===== config.mk =====
export PLATFORM = sky130hd
export DESIGN_NAME = tri_fetcher
export DESIGN_NICKNAME = d
export VERILOG_FILES = /design/src/rtl/tri_fetcher.sv
export SDC_FILE = /design/constraint.sdc
export NUM_CORES = 1
export LEC_CHECK = 0
export ABC_CLOCK_PERIOD_IN_PS = 5350
export BUFFER_PORTS_ARGS = -buffer_cell sky130_fd_sc_hd__buf_2
export CORE_UTILIZATION = 35
export CTS_BUF_LIST = sky130_fd_sc_hd__clkbuf_8
export DETAILED_ROUTE_END_ITERATION = 10
export GPL_ROUTABILITY_DRIVEN = 0
export REMOVE_ABC_BUFFERS = 1
export SYNTH_ARGS = -nofsm -noshare
export SYNTH_HDL_FRONTEND = slang
export SYNTH_SLANG_ARGS = --single-unit

===== constraint.sdc =====
create_clock -name clk_in -period 5.35 [get_ports clk_in]
set_input_delay 1.07 -clock clk_in [delete_from_list [all_inputs] [get_ports clk_in]]
set_output_delay 1.07 -clock clk_in [all_outputs]
set_load 0.01 [all_outputs]

===== src/rtl/tri_fetcher.sv =====
// Triangle fetcher: reads three vertex words per triangle, offsets and clamps x/y,
// then offers the triangle to the rasterizer with a valid/ready handshake.
module tri_fetcher #(
   parameter int unsigned WIDTH       = 240,
   parameter int unsigned HEIGHT      = 240,
   parameter int unsigned NUM_TRIS    = 12,
   parameter int unsigned ADDR_W      = 12,
   parameter int unsigned MEM_LATENCY = 2
) (
   input  logic              clk_in,
   input  logic              rst_in,
   input  logic              new_frame,
   input  logic              ready_in,
   input  logic [8:0]        x_off,
   input  logic [8:0]        y_off,
   output logic [ADDR_W-1:0] mem_addr,
   input  logic [26:0]       mem_data,
   output logic [2:0][8:0]   vert1,
   output logic [2:0][8:0]   vert2,
   output logic [2:0][8:0]   vert3,
   output logic              valid_tri,
   output logic              obj_done,
   output logic              busy,
   output logic              frame_done
);

   typedef enum logic [2:0] {IDLE, FETCH, DRAIN, OFFER, HOLD} state_t;

   localparam logic [9:0]        X_MAX    = 10'(WIDTH - 1);
   localparam logic [9:0]        Y_MAX    = 10'(HEIGHT - 1);
   localparam logic [ADDR_W-1:0] LAST_IDX = ADDR_W'(NUM_TRIS - 1);

   state_t                 state;
   logic [ADDR_W-1:0]      tri_idx;
   logic [ADDR_W-1:0]      base;
   logic [1:0]             k;
   logic                   hold_wait;
   logic [MEM_LATENCY-1:0] tag_v;
   logic [1:0]             tag_k [MEM_LATENCY];
   logic [9:0]             x_sum;
   logic [9:0]             y_sum;
   logic [2:0][8:0]        word;

   always_comb begin
      x_sum   = {1'b0, mem_data[26:18]} + {1'b0, x_off};
      y_sum   = {1'b0, mem_data[17:9]} + {1'b0, y_off};
      word[2] = (x_sum > X_MAX) ? X_MAX[8:0] : x_sum[8:0];
      word[1] = (y_sum > Y_MAX) ? Y_MAX[8:0] : y_sum[8:0];
      word[0] = mem_data[8:0];
   end

   // Tags ride alongside the memory pipeline so each returning word lands in its vertex slot.
   always_ff @(posedge clk_in) begin
      if (rst_in) begin
         tag_v <= '0;
         for (int i = 0; i < MEM_LATENCY; i++) tag_k[i] <= 2'd0;
      end else begin
         tag_v[0] <= (state == FETCH);
         tag_k[0] <= k;
         for (int i = 1; i < MEM_LATENCY; i++) begin
            tag_v[i] <= tag_v[i-1];
            tag_k[i] <= tag_k[i-1];
         end
      end
   end

   always_ff @(posedge clk_in) begin
      if (rst_in) begin
         vert1 <= '0;
         vert2 <= '0;
         vert3 <= '0;
      end else if (tag_v[MEM_LATENCY-1]) begin
         case (tag_k[MEM_LATENCY-1])
            2'd0:    vert1 <= word;
            2'd1:    vert2 <= word;
            default: vert3 <= word;
         endcase
      end
   end

   always_ff @(posedge clk_in) begin
      if (rst_in) begin
         state      <= IDLE;
         tri_idx    <= '0;
         base       <= '0;
         k          <= 2'd0;
         hold_wait  <= 1'b0;
         mem_addr   <= '0;
         valid_tri  <= 1'b0;
         obj_done   <= 1'b0;
         busy       <= 1'b0;
         frame_done <= 1'b0;
      end else begin
         frame_done <= 1'b0;
         case (state)
            IDLE: begin
               if (new_frame) begin
                  state    <= FETCH;
                  tri_idx  <= '0;
                  base     <= '0;
                  mem_addr <= '0;
                  k        <= 2'd0;
                  busy     <= 1'b1;
               end
            end
            FETCH: begin
               if (k == 2'd2) begin
                  state <= DRAIN;
               end else begin
                  k        <= k + 2'd1;
                  mem_addr <= mem_addr + ADDR_W'(1);
               end
            end
            DRAIN: begin
               // Leave once the third word is being captured this very edge.
               if (tag_v[MEM_LATENCY-1] && tag_k[MEM_LATENCY-1] == 2'd2) begin
                  state     <= OFFER;
                  valid_tri <= 1'b1;
                  obj_done  <= (tri_idx == LAST_IDX);
               end
            end
            OFFER: begin
               if (ready_in) begin
                  state     <= HOLD;
                  valid_tri <= 1'b0;
                  obj_done  <= 1'b0;
                  hold_wait <= 1'b1;
               end
            end
            HOLD: begin
               // First HOLD cycle ignores ready: the rasterizer lowers it one cycle late.
               if (hold_wait) begin
                  hold_wait <= 1'b0;
               end else if (ready_in) begin
                  if (tri_idx == LAST_IDX) begin
                     state      <= IDLE;
                     busy       <= 1'b0;
                     frame_done <= 1'b1;
                  end else begin
                     state    <= FETCH;
                     tri_idx  <= tri_idx + ADDR_W'(1);
                     base     <= base + ADDR_W'(3);
                     mem_addr <= base + ADDR_W'(3);
                     k        <= 2'd0;
                  end
               end
            end
            default: state <= IDLE;
         endcase
      end
   end

endmodule


==> impl_summary.log, run 1 <==
INFO  metric status = finished clean
INFO  metric timing.reg2reg.setup_slack = roughly 2.6 ns
INFO  metric floorplan.die_area = roughly 0.018 mm2
INFO  metric port-buffer-count = ~150
INFO  metric max_slew_margin = approximately a quarter
INFO  metric synth.top_cells.by_area = sky130_fd_sc_hd__dfxtp_1 (43%), sky130_fd_sc_hd__a21oi_1 (8.3%), sky130_fd_sc_hd__nand2_1 (6.1%)
INFO  metric whs = between 0.4 and 0.5 ns
INFO  metric top_level_ports = 146
INFO  metric crit_path_end = vert1[21]$_SDFFE_PP0P_
INFO  metric grt_first_pass_wirelength = 26.3 mm
INFO  metric netlist_instances = approximately 750
INFO  metric hold_path_class = flip-flop to flip-flop
INFO  metric drt-total-wl = about 16 mm
INFO  metric fin_ws = between 1.5 and 2 ns
INFO  metric final_core_util = between 40% and 50%
INFO  metric post-route-period-util = 65.5%
INFO  metric top_cells_by_instance_count_after_synthesis = sky130_fd_sc_hd__dfxtp_1 (133), sky130_fd_sc_hd__a21oi_1 (102), sky130_fd_sc_hd__nand2_1 (100)
INFO  metric crit_path_max_incr_delay = around 0.96 ns
INFO  metric synth.top_cell.area_share = around 43%
INFO  metric cts_tree = done
INFO  metric layoutNonFillerInstCount = ~1100
INFO  metric clk_latency = between 0.4 and 0.5 ns
INFO  metric initial_antenna_violation_count = 0
INFO  metric synth_top_area_cell = sky130_fd_sc_hd__dfxtp_1
INFO  metric cts_hold_buf = 0
INFO  metric yosys_register_bits = around 130
INFO  metric cts_htree_levels = 4
INFO  metric root_buf_cell = sky130_fd_sc_hd__clkbuf_8
INFO  metric synth-warning-count = 0
INFO  metric final-seq-area = 0.00266 mm2
INFO  metric final_antenna_net_count = 0
INFO  metric path_cells = buf_2 > ha_1 > fa_1 > a211oi_1 > nor2_1 > xnor2_1 > nor2_1 > a311oi_2 > a31oi_1
INFO  metric pwr_density_cell = 290 mW/mm2
INFO  metric critical_path_required = ~5.6 ns
INFO  metric dp_cells = ~1100
INFO  metric cts_buffers = 17
INFO  metric fin_tns_setup = 0 ns
INFO  metric max_clock_freq = about 0.29 GHz
INFO  metric critical_path.slowest_cell = sky130_fd_sc_hd__a311oi_2
INFO  metric number_of_global_route_vias_before_repair = 5149
INFO  metric maxCapViolCount = 0
INFO  metric crit_end_element = flip-flop
INFO  metric cts_resized = 0
INFO  metric ir_worst_vdd = 0.152 mV
INFO  metric crit_arrival = ~3.8 ns
INFO  metric mappedNetlistArea = 0.00612 mm2
INFO  metric cp-start-kind = input port
INFO  metric path_buf_inv = 1
INFO  metric die-height = roughly 130 um
INFO  metric core.rowCount = 47
INFO  metric r2r-end = mem_addr[7]$_SDFFE_PP0P_
INFO  metric critical_path.startpoint = x_off[0]
INFO  metric synth.most_common_cell = sky130_fd_sc_hd__dfxtp_1
INFO  metric setup.worst_path.class = input port to flip-flop
INFO  metric worst_path_most_repeated_cell = sky130_fd_sc_hd__nor2_1
INFO  metric critical_path_cell_count = 9
INFO  metric multi_input_area = about 0.0032 mm2
INFO  metric timing.final.max_slew_violations = 0
INFO  metric layout_cell_share_with_drive_strength_beyond_1 = 21.6%
INFO  metric ys_types = 59
INFO  metric syn_to_final_growth = 20.1%
INFO  metric routed-via-count = 5750
INFO  metric detail_route.first_pass.iterations = 5
INFO  metric grt_start_max_net_pins = between 50 and 60
INFO  metric cts_sinks = 133
INFO  metric finalSetupViolations = 0
INFO  metric grt_util_all_layers = between 15 and 20%
INFO  metric period_needed = 3.50 ns
INFO  metric async_flop_share = 0%
INFO  metric postCtsSetupBuffers = 0
INFO  metric routed_length_per_instance = 14.8 um
INFO  metric detailed_place_hpwl = about 12 mm
INFO  metric finalNetCount = roughly 950
INFO  metric grt_remaining_overflow = 0
INFO  metric final-hold-violation-count = 0
INFO  metric worst_r2r_startpoint = state[0]$_SDFFE_PP0P_
INFO  metric p_leak = 3.01 nW
INFO  metric layout.filler_cells = roughly 1800
INFO  metric post-place-ws = roughly 1.4 ns
INFO  metric grt_setup_unrepaired = false
INFO  metric critical-path-top-delay-family = compound AO/OA/AOI/OAI gates
INFO  metric synth-edff-count = 0
INFO  metric floorplan.initialDensity = 36.4%
INFO  metric timing.reg2reg.worst_path_depth = 6
INFO  metric clockBufferDepth = 2
INFO  metric clkTransAtPathRegs = around 0.080 ns
INFO  metric worstMarginPinSlew = roughly 1.1 ns
INFO  metric die_span_in_x = roughly 130 um
INFO  metric detail_route.drc_violations = 0
INFO  metric num_antenna_cells = 0
INFO  metric timing.clock.skew = 0.0186 ns
INFO  metric initialDrtViolationCount = about 330
INFO  metric drt-vias-per-instance = 5.17
INFO  metric synthFlopType = sky130_fd_sc_hd__dfxtp_1
INFO  metric syn-mean-instance-area = between 8 and 9 um2
INFO  metric worstPathMaxFanout = 15
INFO  metric fp.coreArea = 0.0168 mm2
INFO  metric seq_area_frac_synth = a little over two fifths
[registers in the layout, indices dropped and copies added, names as in the netlist]
name	cells
vert2	27
frame_done	1
tri_idx	12
mem_addr	12
valid_tri	1
busy	1
tag_v	2
vert3	27
vert1	27
base	12
hold_wait	1
state	3
k	2
obj_done	1
tag_k	4
[power breakdown]
part | total, mW | leakage (nW) | switching [mW] | internal, mW
Sequential | 1.02 | 1.07 | 0.0158 | 1.01
Clock | 0.820 | 0.193 | 0.428 | 0.392
Combinational | 0.291 | 1.74 | 0.190 | 0.102
[cells by family after synthesis]
kind of cell    after synthesis  synth area share, %
simple gates                269                 20.2
compound gates              239                 22.7
flops                       133                 43.5
buf+inv                      60                 4.41
xor+xnor                     27                 3.86
fa+ha+maj                    24                 5.15
mux                           1                0.184
[layer usage]
layer	global-route usage (%)	up-vias	wire length, um
met5	0	-	0
met1	24.7	2666	7960
met4	5.87	0	114
met2	29.6	155	7540
li1	-	2918	-
met3	3.70	11	847
[how the worst min path moves through the flow]
stage,start,cells past startpoint,slack (ns),to
4_1_cts,tag_v[0]$_SDFF_PP0_,1,0.44,tag_v[1]$_SDFF_PP0_
6_report,tag_v[0]$_SDFF_PP0_,1,0.44,tag_v[1]$_SDFF_PP0_
2_1_floorplan,tag_k[0][0]$_SDFF_PP0_,1,0.41,tag_k[0][2]$_SDFF_PP0_
5_1_grt,tag_k[0][0]$_SDFF_PP0_,1,0.45,tag_k[0][2]$_SDFF_PP0_
3_5_place_dp,tag_v[0]$_SDFF_PP0_,1,0.43,tag_v[1]$_SDFF_PP0_
3_3_place_gp,tag_k[0][1]$_SDFF_PP0_,1,0.42,tag_k[0][3]$_SDFF_PP0_
[cell usage in the layout, fill, tap and decap left out, drive strengths merged, types with 4 or more instances in the layout]
master    n
a211oi    6
a21oi   102
a31oi    17
and2      4
and3     11
buf     151
clkbuf   18
dfxtp   133
ha       22
inv      26
nand2   100
nand3    15
nand4     7
nor2     73
nor2b     7
nor3     21
nor3b     6
nor4      7
nor4b     4
o21a      4
o21ai    75
o31ai     6
or3       5
xnor2    19
xor2      8
[cell type report]
type	instances	area share, %
multi-input cells	560	43.5
flip-flops and latches	133	36.2
repair buffers	151	10.5
well taps	220	3.74
clock buffers	18	3.37
clock inverters	14	1.87
inverters	17	0.868
[metrics by stage]
stage	power, mW	cell area [um2]
floorplan	1.23	5920
global placement	1.34	6970
detailed placement	1.34	6970
CTS	2.17	7350
global route	2.25	7350
finish	2.14	7350
(Power assumes the default switching activity.)
==> run 2, diff against run 1 <==
Settings changed: ABC_AREA set to 1, ABC_CLOCK_PERIOD_IN_PS 5350 to 3280.
Clock period 5.35 ns to 3.28 ns, I/O delays scaled along.
==> run 2 against run 1 <==
  * Synthesized area grew 12%
  * Register-to-register slack lost 1.5 ns
  * Global-route usage shrank 0.56 points
  * Sequential power grew 93%
  * Via count grew 14%
  * Core utilization shrank 0.26 points
  * Non-clock buffer count grew 5
  * Critical endpoint unchanged
==> impl_summary.log, run 2 <==
INFO  metric status = finished clean
INFO  metric initial_antenna_violation_count = 0 (unchanged)
INFO  metric synthFlopType = sky130_fd_sc_hd__dfxtp_1
INFO  metric worstHoldEndpoint = tag_k[0][2]$_SDFF_PP0_
INFO  metric synth_top_area_cell = sky130_fd_sc_hd__dfxtp_1
INFO  metric netlist_instances = 1004 (+33%)
INFO  metric top_level_ports = 146 (unchanged)
INFO  metric biggest_registers_after_layout = vert1: 27 flops, vert2: 27 flops, vert3: 27 flops
INFO  metric timing.final.max_slew_violations = 0 (unchanged)
INFO  metric routed-via-count = 6540 (+14%)
INFO  metric fp.coreArea = 0.0190 mm2 (+13%)
INFO  metric grt_remaining_overflow = 0 (unchanged)
INFO  metric detailed_place_hpwl = 12.6 mm (+9.3%)
INFO  metric synth-edff-count = 0 (unchanged)
INFO  metric ys_types = 47 (-20%)
INFO  metric crit_end_element = flip-flop
INFO  metric layoutNonFillerInstCount = 1410 (+27%)
INFO  metric final-hold-violation-count = 0 (unchanged)
INFO  metric finalSetupViolations = 0 (unchanged)
INFO  metric post-route-period-util = between 60% and 70%
INFO  metric period_needed = roughly 2.3 ns
INFO  metric cts_tree = done
INFO  metric worst_path_most_repeated_cell = sky130_fd_sc_hd__nand2_1
INFO  metric grt_util_all_layers = 17.9% (-0.56 points)
INFO  metric timing.clock.skew = 0.0112 ns (-0.00739 ns)
INFO  metric final_antenna_net_count = 0 (unchanged)
INFO  metric cts_htree_levels = 4 (unchanged)
INFO  metric max_clock_freq = between 0.4 and 0.5 GHz
INFO  metric top_cells_by_instance_count_after_synthesis = sky130_fd_sc_hd__nor2_1 (219), sky130_fd_sc_hd__nand2_1 (192), sky130_fd_sc_hd__dfxtp_1 (133)
INFO  metric worstMarginPinSlew = 0.506 ns (-0.605 ns)
INFO  metric floorplan.die_area = 0.0201 mm2 (+12%)
INFO  metric fin_tns_setup = 0 ns (unchanged)
INFO  metric routed_length_per_instance = 12.3 um (-17%)
INFO  metric setup.worst_path.class = input port to flip-flop
INFO  metric floorplan.initialDensity = 36.1% (-0.28 points)
INFO  metric synth.most_common_cell = sky130_fd_sc_hd__nor2_1
INFO  metric dp_cells = 1378 (+27%)
INFO  metric layout.cells.most_common = sky130_fd_sc_hd__nor2_1
INFO  metric critical_path_required = 3.62 ns (-1.99 ns)
INFO  metric mappedNetlistArea = 0.00685 mm2 (+12%)
INFO  metric ir_worst_vdd = 0.225 mV (+48%)
INFO  metric drt-total-wl = 17.4 mm (+5.5%)
INFO  metric crit_path_max_incr_delay = 0.42 ns (-0.54 ns)
INFO  metric detail_route.drc_violations = 0 (unchanged)
INFO  metric clockBufferDepth = 2 (unchanged)
INFO  metric detail_route.first_pass.iterations = 5 (unchanged)
INFO  metric grt_start_max_net_pins = 41 (-23%)
INFO  metric seq_area_frac_synth = 38.9% (-4.6 points)
INFO  metric clkTransAtPathRegs = 0.07 ns (about the same)
INFO  metric layout_cell_share_with_drive_strength_beyond_1 = 19.7% (-2.0 points)
INFO  metric clk_latency = 0.44 ns (about the same)
INFO  metric syn-mean-instance-area = 6.82 um2 (-16%)
INFO  metric syn_to_final_growth = 20.3%
INFO  metric root_buf_cell = sky130_fd_sc_hd__clkbuf_8
INFO  metric synth.top_cells.by_area = sky130_fd_sc_hd__dfxtp_1 (39%), sky130_fd_sc_hd__nor2_1 (12%), sky130_fd_sc_hd__nand2_1 (11%)
INFO  metric timing.reg2reg.worst_path_depth = 11 (+5)
INFO  metric timing.reg2reg.setup_slack = 1.11 ns (-1.49 ns)
INFO  metric layout_common_cells = sky130_fd_sc_hd__nor2_1 (219), sky130_fd_sc_hd__nand2_1 (192), sky130_fd_sc_hd__buf_2 (145), sky130_fd_sc_hd__dfxtp_1 (133), sky130_fd_sc_hd__inv_1 (117)
INFO  metric layout.filler_cells = 2040 (+16%)
INFO  metric cts_hold_buf = 0 (unchanged)
INFO  metric synth.top_cell.area_share = 38.9% (-4.6 points)
INFO  metric cts_resized = 0 (unchanged)
INFO  metric num_antenna_cells = 0 (unchanged)
INFO  metric cp-start-kind = input port
INFO  metric die-height = 142 um (+5.7%)
INFO  metric crit_arrival = 2.60 ns (-1.17 ns)
INFO  metric synth-warning-count = 0 (unchanged)
INFO  metric cts_sinks = 133 (unchanged)
INFO  metric min-delay-start = tag_k[0][0]$_SDFF_PP0_
INFO  metric postCtsSetupBuffers = 0 (unchanged)
INFO  metric yosys_register_bits = 133 (unchanged)
INFO  metric path_cells = buf_2 > ha_1 > fa_1 > nand3_1 > nand2_1 > nand2_1 > nand2_1 > nand2_1 > nand2_1 > nor2_1 > buf_4 > nand4_1 > nand2_1 > inv_1
INFO  metric grt_first_pass_wirelength = 28.9 mm (+9.7%)
INFO  metric hold_path_class = flip-flop to flip-flop
INFO  metric worst_r2r_startpoint = state[2]$_SDFFE_PP0P_
INFO  metric hold-path-cell-count = 2 (+1)
INFO  metric p_leak = 4.03 nW (+34%)
INFO  metric die_span_in_x = 142 um (+5.7%)
INFO  metric maxCapViolCount = 0 (unchanged)
INFO  metric core.rowCount = 50 (+6.4%)
INFO  metric number_of_global_route_vias_before_repair = 5928 (+15%)
INFO  metric grt_setup_unrepaired = false
INFO  metric r2r-end = tri_idx[3]$_SDFFE_PP0P_
INFO  metric port-buffer-count = 145 (unchanged)
INFO  metric initialDrtViolationCount = 346 (+3.9%)
INFO  metric async_flop_share = 0% (unchanged)
INFO  metric critical_path.slowest_cell = sky130_fd_sc_hd__fa_1
INFO  metric pwr_density_cell = 615 mW/mm2 (+110%)
INFO  metric drt-vias-per-instance = 4.64 (-10%)
INFO  metric cts_buffers = 17 (unchanged)
INFO  metric worstPathMaxFanout = 15 (unchanged)
INFO  metric whs = 0.404 ns (-0.0361 ns)
INFO  metric finalNetCount = 1210 (+27%)
INFO  metric max_slew_margin = 66.2% (+40 points)
[run 2: worst max path at each step]
stage / from / to / slack, ns / cells after the start
floorplan: y_off[0] / vert3[15]$_SDFFE_PP0P_ / 0.52 / 12
global placement: x_off[0] / vert2[19]$_SDFFE_PP0P_ / 0.61 / 14
detailed placement: x_off[0] / vert1[21]$_SDFFE_PP0P_ / 0.58 / 14
CTS: x_off[0] / vert1[21]$_SDFFE_PP0P_ / 1.06 / 14
global route: y_off[0] / vert3[15]$_SDFFE_PP0P_ / 0.82 / 14
finish: x_off[0] / vert1[21]$_SDFFE_PP0P_ / 1.01 / 14
[run 2: critical path, delay by kind of cell]
| family | cells | cell delay [ns] |
|---|---|---|
| adder cells (fa/ha/maj) | 2 | 0.63 |
| buffers and inverters | 3 | 0.41 |
| AND/OR/NAND/NOR | 9 | 0.88 |
[run 2: logic make-up after synthesis]
logic type / count (synthesis) / share of synthesized area, %
simple gates: 535 / 34.1
buf+inv: 167 / 10.3
compound gates: 135 / 10.8
flops: 133 / 38.9
fa+ha+maj: 24 / 4.60
xor+xnor: 10 / 1.28
[run 2: power by group]
group | switching (mW) | leakage, nW | internal, mW
clock network | 0.658 | 0.242 | 1.02
registers | 0.159 | 1.08 | 1.81
logic | 0.959 | 2.71 | 0.463
total | 1.78 | 4.03 | 3.29
[run 2: stage by stage]
stage	worst slack [ns]	util (%)	power (mW)	cell area [um2]
detailed placement	0.585	40.9	3.42	7750
global placement	0.606	40.9	3.41	7750
CTS	1.06	43.5	5.11	8240
finish	1.01	43.5	5.07	8240
floorplan	0.521	-	2.97	6620
global route	0.825	43.5	5.41	8240
[run 2: routing by layer]
layer  up-vias  routed length [um]  share of wire, %  global-route usage, %
met1      2924                8440                49                   23.1
met5         -                   0                 0                      0
met3        11                1060               6.1                   5.06
li1       3465                   -                 -                      -
met4         0                 144              0.83                   5.26
met2       140                7720                44                   28.8
[run 2: final cells by class]
class                      instances  area, um2  area share, %
inverter                         125        474           5.76
multi-input combinational        704       3480           42.2
timing repair buffer             156        808           9.81
tap                              260        325           3.95
sequential                       133       2660           32.3
clock inverter                    13        228           2.76
clock buffer                      19        262           3.17
